## src/rtl/cic_pkg.sv

```systemverilog
// Shared definitions for the CIC comb-chain sequencer: FSM state encoding and
// default geometry constants.
package cic_pkg;

    localparam int NSTAGE_DEF = 5;
    localparam int RATE_W     = 8;

    typedef enum logic [1:0] {
        IDLE = 2'd0,
        CH0  = 2'd1,
        CH1  = 2'd2
    } cic_state_e;

endpackage

```

## src/rtl/ce_pipe.sv

```systemverilog
// Two-lane enable delay line: lane 0 carries channel-0 enables, lane 1 carries
// channel-1 enables, advancing one comb stage per clock.
module ce_pipe #(
    parameter int DEPTH = 5
) (
    input  logic             clk,
    input  logic             rst,
    input  logic [1:0]       d,
    output logic [DEPTH-1:0] q0,
    output logic [DEPTH-1:0] q1
);

    logic [DEPTH-1:0] q0_r;
    logic [DEPTH-1:0] q1_r;
    logic [DEPTH:0]   sh0_s;
    logic [DEPTH:0]   sh1_s;

    assign sh0_s = {q0_r, d[0]};
    assign sh1_s = {q1_r, d[1]};

    // Shift both lanes towards the last comb stage.
    always_ff @(posedge clk) begin
        if (rst) begin
            q0_r <= {DEPTH{1'b0}};
            q1_r <= {DEPTH{1'b0}};
        end else begin
            q0_r <= sh0_s[DEPTH-1:0];
            q1_r <= sh1_s[DEPTH-1:0];
        end
    end

    assign q0 = q0_r;
    assign q1 = q1_r;

endmodule

```

## src/rtl/cic_comb_seq.sv

```systemverilog
// Decimation sequencer for a shared 2-channel CIC comb chain: counts integrator
// strobes, and on each decimation hit walks an I then Q enable down the stages.
module cic_comb_seq
    import cic_pkg::*;
#(
    parameter int NSTAGE   = NSTAGE_DEF,
    parameter int RW       = RATE_W,
    parameter int RST_RATE = 8
) (
    input  logic              clk,
    input  logic              rst,
    input  logic              in_stb,
    input  logic [RW-1:0]     rate,
    input  logic              rate_ld,
    output logic              sel,
    output logic [NSTAGE-1:0] ce0,
    output logic [NSTAGE-1:0] ce1,
    output logic              out_vld,
    output logic              out_ch,
    output logic              ovf
);

    localparam logic [RW-1:0] ONE_C   = RW'(1'b1);
    localparam logic [RW-1:0] TWO_C   = RW'(2'd2);
    localparam logic [RW-1:0] RST_ACT = (RST_RATE < 2) ? TWO_C : RW'(RST_RATE);

    // Rates below 2 cannot fit an I/Q pair between hits, so they are raised to 2.
    function automatic logic [RW-1:0] clamp_rate(input logic [RW-1:0] r);
        if (r < TWO_C) begin
            return TWO_C;
        end else begin
            return r;
        end
    endfunction

    cic_state_e    state_r;
    cic_state_e    next_state_s;
    logic [RW-1:0] rate_act_r;
    logic [RW-1:0] cnt_r;
    logic [RW-1:0] load_rate_s;
    logic          hit_s;
    logic          accept_s;
    logic          sel_r;
    logic          ovf_r;
    logic          out_vld_r;
    logic          out_ch_r;
    logic [1:0]    ce_d_s;

    // Decode the decimation hit and the next sequencer state.
    always_comb begin
        load_rate_s  = clamp_rate(rate);
        hit_s        = in_stb & ~rate_ld & (cnt_r == {RW{1'b0}});
        accept_s     = hit_s & (state_r == IDLE);
        next_state_s = IDLE;
        case (state_r)
            IDLE: begin
                if (accept_s) begin
                    next_state_s = CH0;
                end else begin
                    next_state_s = IDLE;
                end
            end
            CH0:     next_state_s = CH1;
            CH1:     next_state_s = IDLE;
            default: next_state_s = IDLE;
        endcase
        ce_d_s = {(next_state_s == CH1), (next_state_s == CH0)};
    end

    // Rate register, strobe down-counter and sticky overrun flag.
    always_ff @(posedge clk) begin
        if (rst) begin
            rate_act_r <= RST_ACT;
            cnt_r      <= RST_ACT - ONE_C;
            ovf_r      <= 1'b0;
        end else if (rate_ld) begin
            rate_act_r <= load_rate_s;
            cnt_r      <= load_rate_s - ONE_C;
            ovf_r      <= 1'b0;
        end else if (in_stb) begin
            if (cnt_r == {RW{1'b0}}) begin
                cnt_r <= rate_act_r - ONE_C;
                if (state_r != IDLE) begin
                    ovf_r <= 1'b1;
                end else begin
                    ovf_r <= ovf_r;
                end
            end else begin
                cnt_r <= cnt_r - ONE_C;
            end
        end else begin
            cnt_r <= cnt_r;
        end
    end

    // Sequencer state and registered comb input mux select.
    always_ff @(posedge clk) begin
        if (rst) begin
            state_r <= IDLE;
            sel_r   <= 1'b0;
        end else begin
            state_r <= next_state_s;
            sel_r   <= (next_state_s == CH1);
        end
    end

    ce_pipe #(
        .DEPTH (NSTAGE)
    ) u_ce_pipe (
        .clk (clk),
        .rst (rst),
        .d   (ce_d_s),
        .q0  (ce0),
        .q1  (ce1)
    );

    // The last stage's enable means its output register holds a fresh sample next cycle.
    always_ff @(posedge clk) begin
        if (rst) begin
            out_vld_r <= 1'b0;
            out_ch_r  <= 1'b0;
        end else begin
            out_vld_r <= ce0[NSTAGE-1] | ce1[NSTAGE-1];
            out_ch_r  <= ce1[NSTAGE-1];
        end
    end

    assign sel     = sel_r;
    assign ovf     = ovf_r;
    assign out_vld = out_vld_r;
    assign out_ch  = out_ch_r;

endmodule
```

## config.mk

```make
export PLATFORM = sky130hd
export DESIGN_NAME = cic_comb_seq
export DESIGN_NICKNAME = d
export VERILOG_FILES = /design/src/rtl/cic_pkg.sv /design/src/rtl/ce_pipe.sv /design/src/rtl/cic_comb_seq.sv
export SDC_FILE = /design/constraint.sdc
export NUM_CORES = 1
export LEC_CHECK = 0
export CAP_MARGIN = 20
export CORE_MARGIN = 2
export CORE_UTILIZATION = 45
export CTS_BUF_LIST = sky130_fd_sc_hd__clkbuf_8
export DETAILED_ROUTE_END_ITERATION = 12
export MAX_ROUTING_LAYER = met4
export PLACE_DENSITY = 0.74
export SYNTH_ARGS = -nofsm -noshare
export SYNTH_HDL_FRONTEND = slang
export SYNTH_SLANG_ARGS = --single-unit
```

## constraint.sdc

```tcl
create_clock -name clk -period 2.9 [get_ports clk]
set_clock_uncertainty 0.1 [all_clocks]
set_input_delay 0.87 -clock clk [delete_from_list [all_inputs] [get_ports clk]]
set_output_delay 0.87 -clock clk [all_outputs]
set_load 0.02 [all_outputs]
```

==> summary.md <==
| Metric | Value |
|---|---|
| Vias per inst | `5.51` |
| Sw Share | `24.7%` |
| Critical path required time | `2.99 ns` |
| Max cap viols | `0` |
| Area delta synth->final | `39.2%` |
| First-pass GRT wire length | `4860 um` |
| Yosys top cell area share | `47.4%` |
| Synth area leaders | `dfxtp_1, nand2_1, nor2b_1` |
| Leakage power total | `0.729 nW` |
| Final instance area | `1820 um2` |
| Routed WL | `2960 um` |
| IO Pins | `26` |
| Antenna cells | `0` |
| Number of buffers created by CTS | `5` |
| Final Worst Setup Slack | `0.112 ns` |
| Drt wl/cell | `13.3 um` |
| Internal power | `694 uW` |
| Sink Count | `31` |
| Via count of the first global-routing pass | `1150` |
| Via count | `1223` |
| Core area | `2760 um2` |
| Unrepaired setup endpoints after global routing | `no` |
| Synth Register Bits | `31` |
| Crit path kind | `in2reg` |
| Area after DPL | `1690 um2` |
| Share of cells above drive strength 1 | `20.4%` |
| Critical Path AT | `2.88 ns` |
| Final #Nets | `204` |
| Post-route ant nets | `0` |
| R2R cell count | `6` |
| CTS tree | `built` |
| Syn_nets | `162` |
| Non-filler cells, final | `222` |
| Hold Vio Cnt, Final | `0` |
| Peak Freq | `359 MHz` |
| DR iter-0 viols | `47` |
| Drt pass-1 iters | `4` |
| Fillers | `213` |
| Worst-margin pin slew | `0.707 ns` |
| Initial Util | `47.5%` |
| DRC viols | `0` |
| Clock latency reported for the late side of the worst-skew pair | `0.28 ns` |
| Core Rows | `19` |
| Final Slew Violations | `0` |
| Pwr/cell area | `505 nW/um2` |
| Worst-path fanout max | `4` |
| Final setup fails | `0` |
| Clk slew on worst S/H paths | `0.06 ns` |
| GPL Wtd Cong | `0.942` |
| H-tree depth | `2` |
| Min Clock Period, post-route | `2.79 ns` |
| Cells after synthesis | `149` |
| Headroom to the max-slew limit | `52.4%` |
| DPL Wire Length | `2230 um` |
| Placed Instances | `214` |
| Largest net degree at the start of global routing | `21` |
| Crit. End Element | `register` |
| Reg2reg end | `cnt_r[7]` |
| Fin crit share | `96.1%` |
| Tot GR Track Use | `19.4%` |
| Post-synth top area cell | `dfxtp_1` |
| Clock share of power | `35.9%` |
| P_sw | `227 uW` |
| Mean area per synthesized cell | `8.79 um2` |
| Synth warn | `0` |
| Combinational Power Share | `14.5%` |
| Setup crit start kind | `input port` |
| Root Buffer | `clkbuf_8` |
| Overflow left after global routing | `0` |
| Die W | `58.0 um` |
| Outcome | `complete, no violations` |
| Clk buf depth | `2` |
| Die area | `3360 um2` |
| Sequential-to-total area share from yosys stat | `47.4%` |
| R2R Setup Slk | `0.66 ns` |
| Hold Path Cell Cnt | `1` |
| Netlist Area Pre-Place | `1310 um2` |
| Commonest non-fill, non-tap cell in the layout | `dfxtp_1` |
| Most frequent cells in the layout | `dfxtp_1, clkdlybuf4s50_1, nand2_1` |
| Setup WS pre-CTS | `-0.503 ns` |
| Maximum vdd ir drop | `0.000438 V` |
| Seq pwr share | `49.6%` |
| Worst Hold Class | `reg2reg` |
| Hold EP | `u_ce_pipe.q1[2]` |
| R2R Path Start | `cnt_r[0]` |
| Die Ht | `58.0 um` |
| Antenna violations before repair | `0` |
| Synth cell types | `36` |
| IO buf count | `25` |
| Worst Min Path Start | `u_ce_pipe.q1[1]` |
[worst max-delay path, cell delays in order]
cell	delay, ns
clkdlybuf4s15_1	0.19
or4_4	0.55
o32ai_4	0.28
or2_4	0.18
ha_4	0.14
nand2_4	0.05
or3_1	0.38
a311oi_1	0.25
[state kept, by name (all words and copies together) (netlist names)]
register	count
rate_act_r	8
out_vld	1
cnt_r	8
u_ce_pipe.q0	5
ovf	1
out_ch	1
u_ce_pipe.q1	5
state_r	2
[layout make-up]
type                    count  area, um2  area share, %
multi-input cells         108        694           38.1
flip-flops and latches     31        621           34.0
repair buffers             41        367           20.1
clock buffers               6       82.6           4.53
well taps                  31       38.8           2.13
inverters                   4       15.0          0.824
clock inverters             1       5.00          0.275
[synth_stat cells, drive strengths merged]
cell type / number
a311o: 1
xnor2: 1
or2: 6
a21oi: 8
nand4b: 1
dfxtp: 31
o211a: 1
and3: 2
a221oi: 1
and2: 1
a31oi: 4
nor2: 16
a311oi: 4
clkbuf: 5
buf: 1
or3: 2
o21ai: 10
nor3b: 3
nand2b: 1
nor2b: 11
o221ai: 2
ha: 1
o311ai: 1
o32ai: 1
nor3: 1
nor4: 3
nand2: 19
or4: 1
inv: 4
o2bb2ai: 1
nand3: 1
xor2: 1
o21bai: 1
a211oi: 2
[logic make-up after synthesis]
family	count (synthesis)	synth area share, %
fa+ha+maj	1	0.955
buf+inv	10	3.15
compound gates	37	20.2
xor+xnor	2	1.34
simple gates	68	26.9
flops	31	47.4
[metrics by stage]
| step | power (mW) | util, % | TNS, ns | hold WS [ns] |
|---|---|---|---|---|
| after CTS | 0.925 | 65.2 | 0 | 0.362 |
| after global routing | 0.961 | 66.1 | 0 | 0.378 |
| after floorplan | 0.531 | - | 0 | 0.336 |
| after global placement | 0.584 | 61.1 | -1.66 | 0.345 |
| after detailed placement | 0.589 | 61.1 | -2.10 | 0.351 |
| final | 0.921 | 66.1 | 0 | 0.359 |
[how the worst max path moves through the flow]
stage / start / endpoint / slack (ns)
after detailed placement: rate[7] / cnt_r[6] / -0.50
after CTS: rate[7] / cnt_r[6] / 0.04
after global routing: rate[2] / cnt_r[6] / 0.02
final: rate[6] / cnt_r[6] / 0.11
after floorplan: rate[7] / cnt_r[6] / 0.02
after global placement: rate[7] / cnt_r[6] / -0.43
[power groups by stage]
| stage | Sequential, mW | Combinational [mW] | Clock [mW] |
|---|---|---|---|
| after floorplan | 0.462 | 0.0690 | 0 |
| final | 0.457 | 0.133 | 0.331 |
| after detailed placement | 0.465 | 0.124 | 0 |
| after global routing | 0.459 | 0.147 | 0.355 |
| after global placement | 0.465 | 0.119 | 0 |
| after CTS | 0.456 | 0.130 | 0.339 |
[per-layer routing]
metal,part of all wire [%],GRT usage (%),up-vias
met2,53,33.4,32
met4,0.57,6.98,0
li1,-,-,610
met3,5.4,5.36,2
met1,41,21.2,579
met5,0,-,-
[repair_timing]
| item | 4_1_cts | 5_1_grt |
|---|---|---|
| setup endpoints to repair | 4 | 4 |
| pin swaps | 6 | 7 |
| gates cloned | 0 | 0 |
| gates resized for setup | 8 | 8 |
| buffers inserted | 0 | 1 |
| hold buffers | 0 | 0 |
Power figures use the tool's default switching activity.
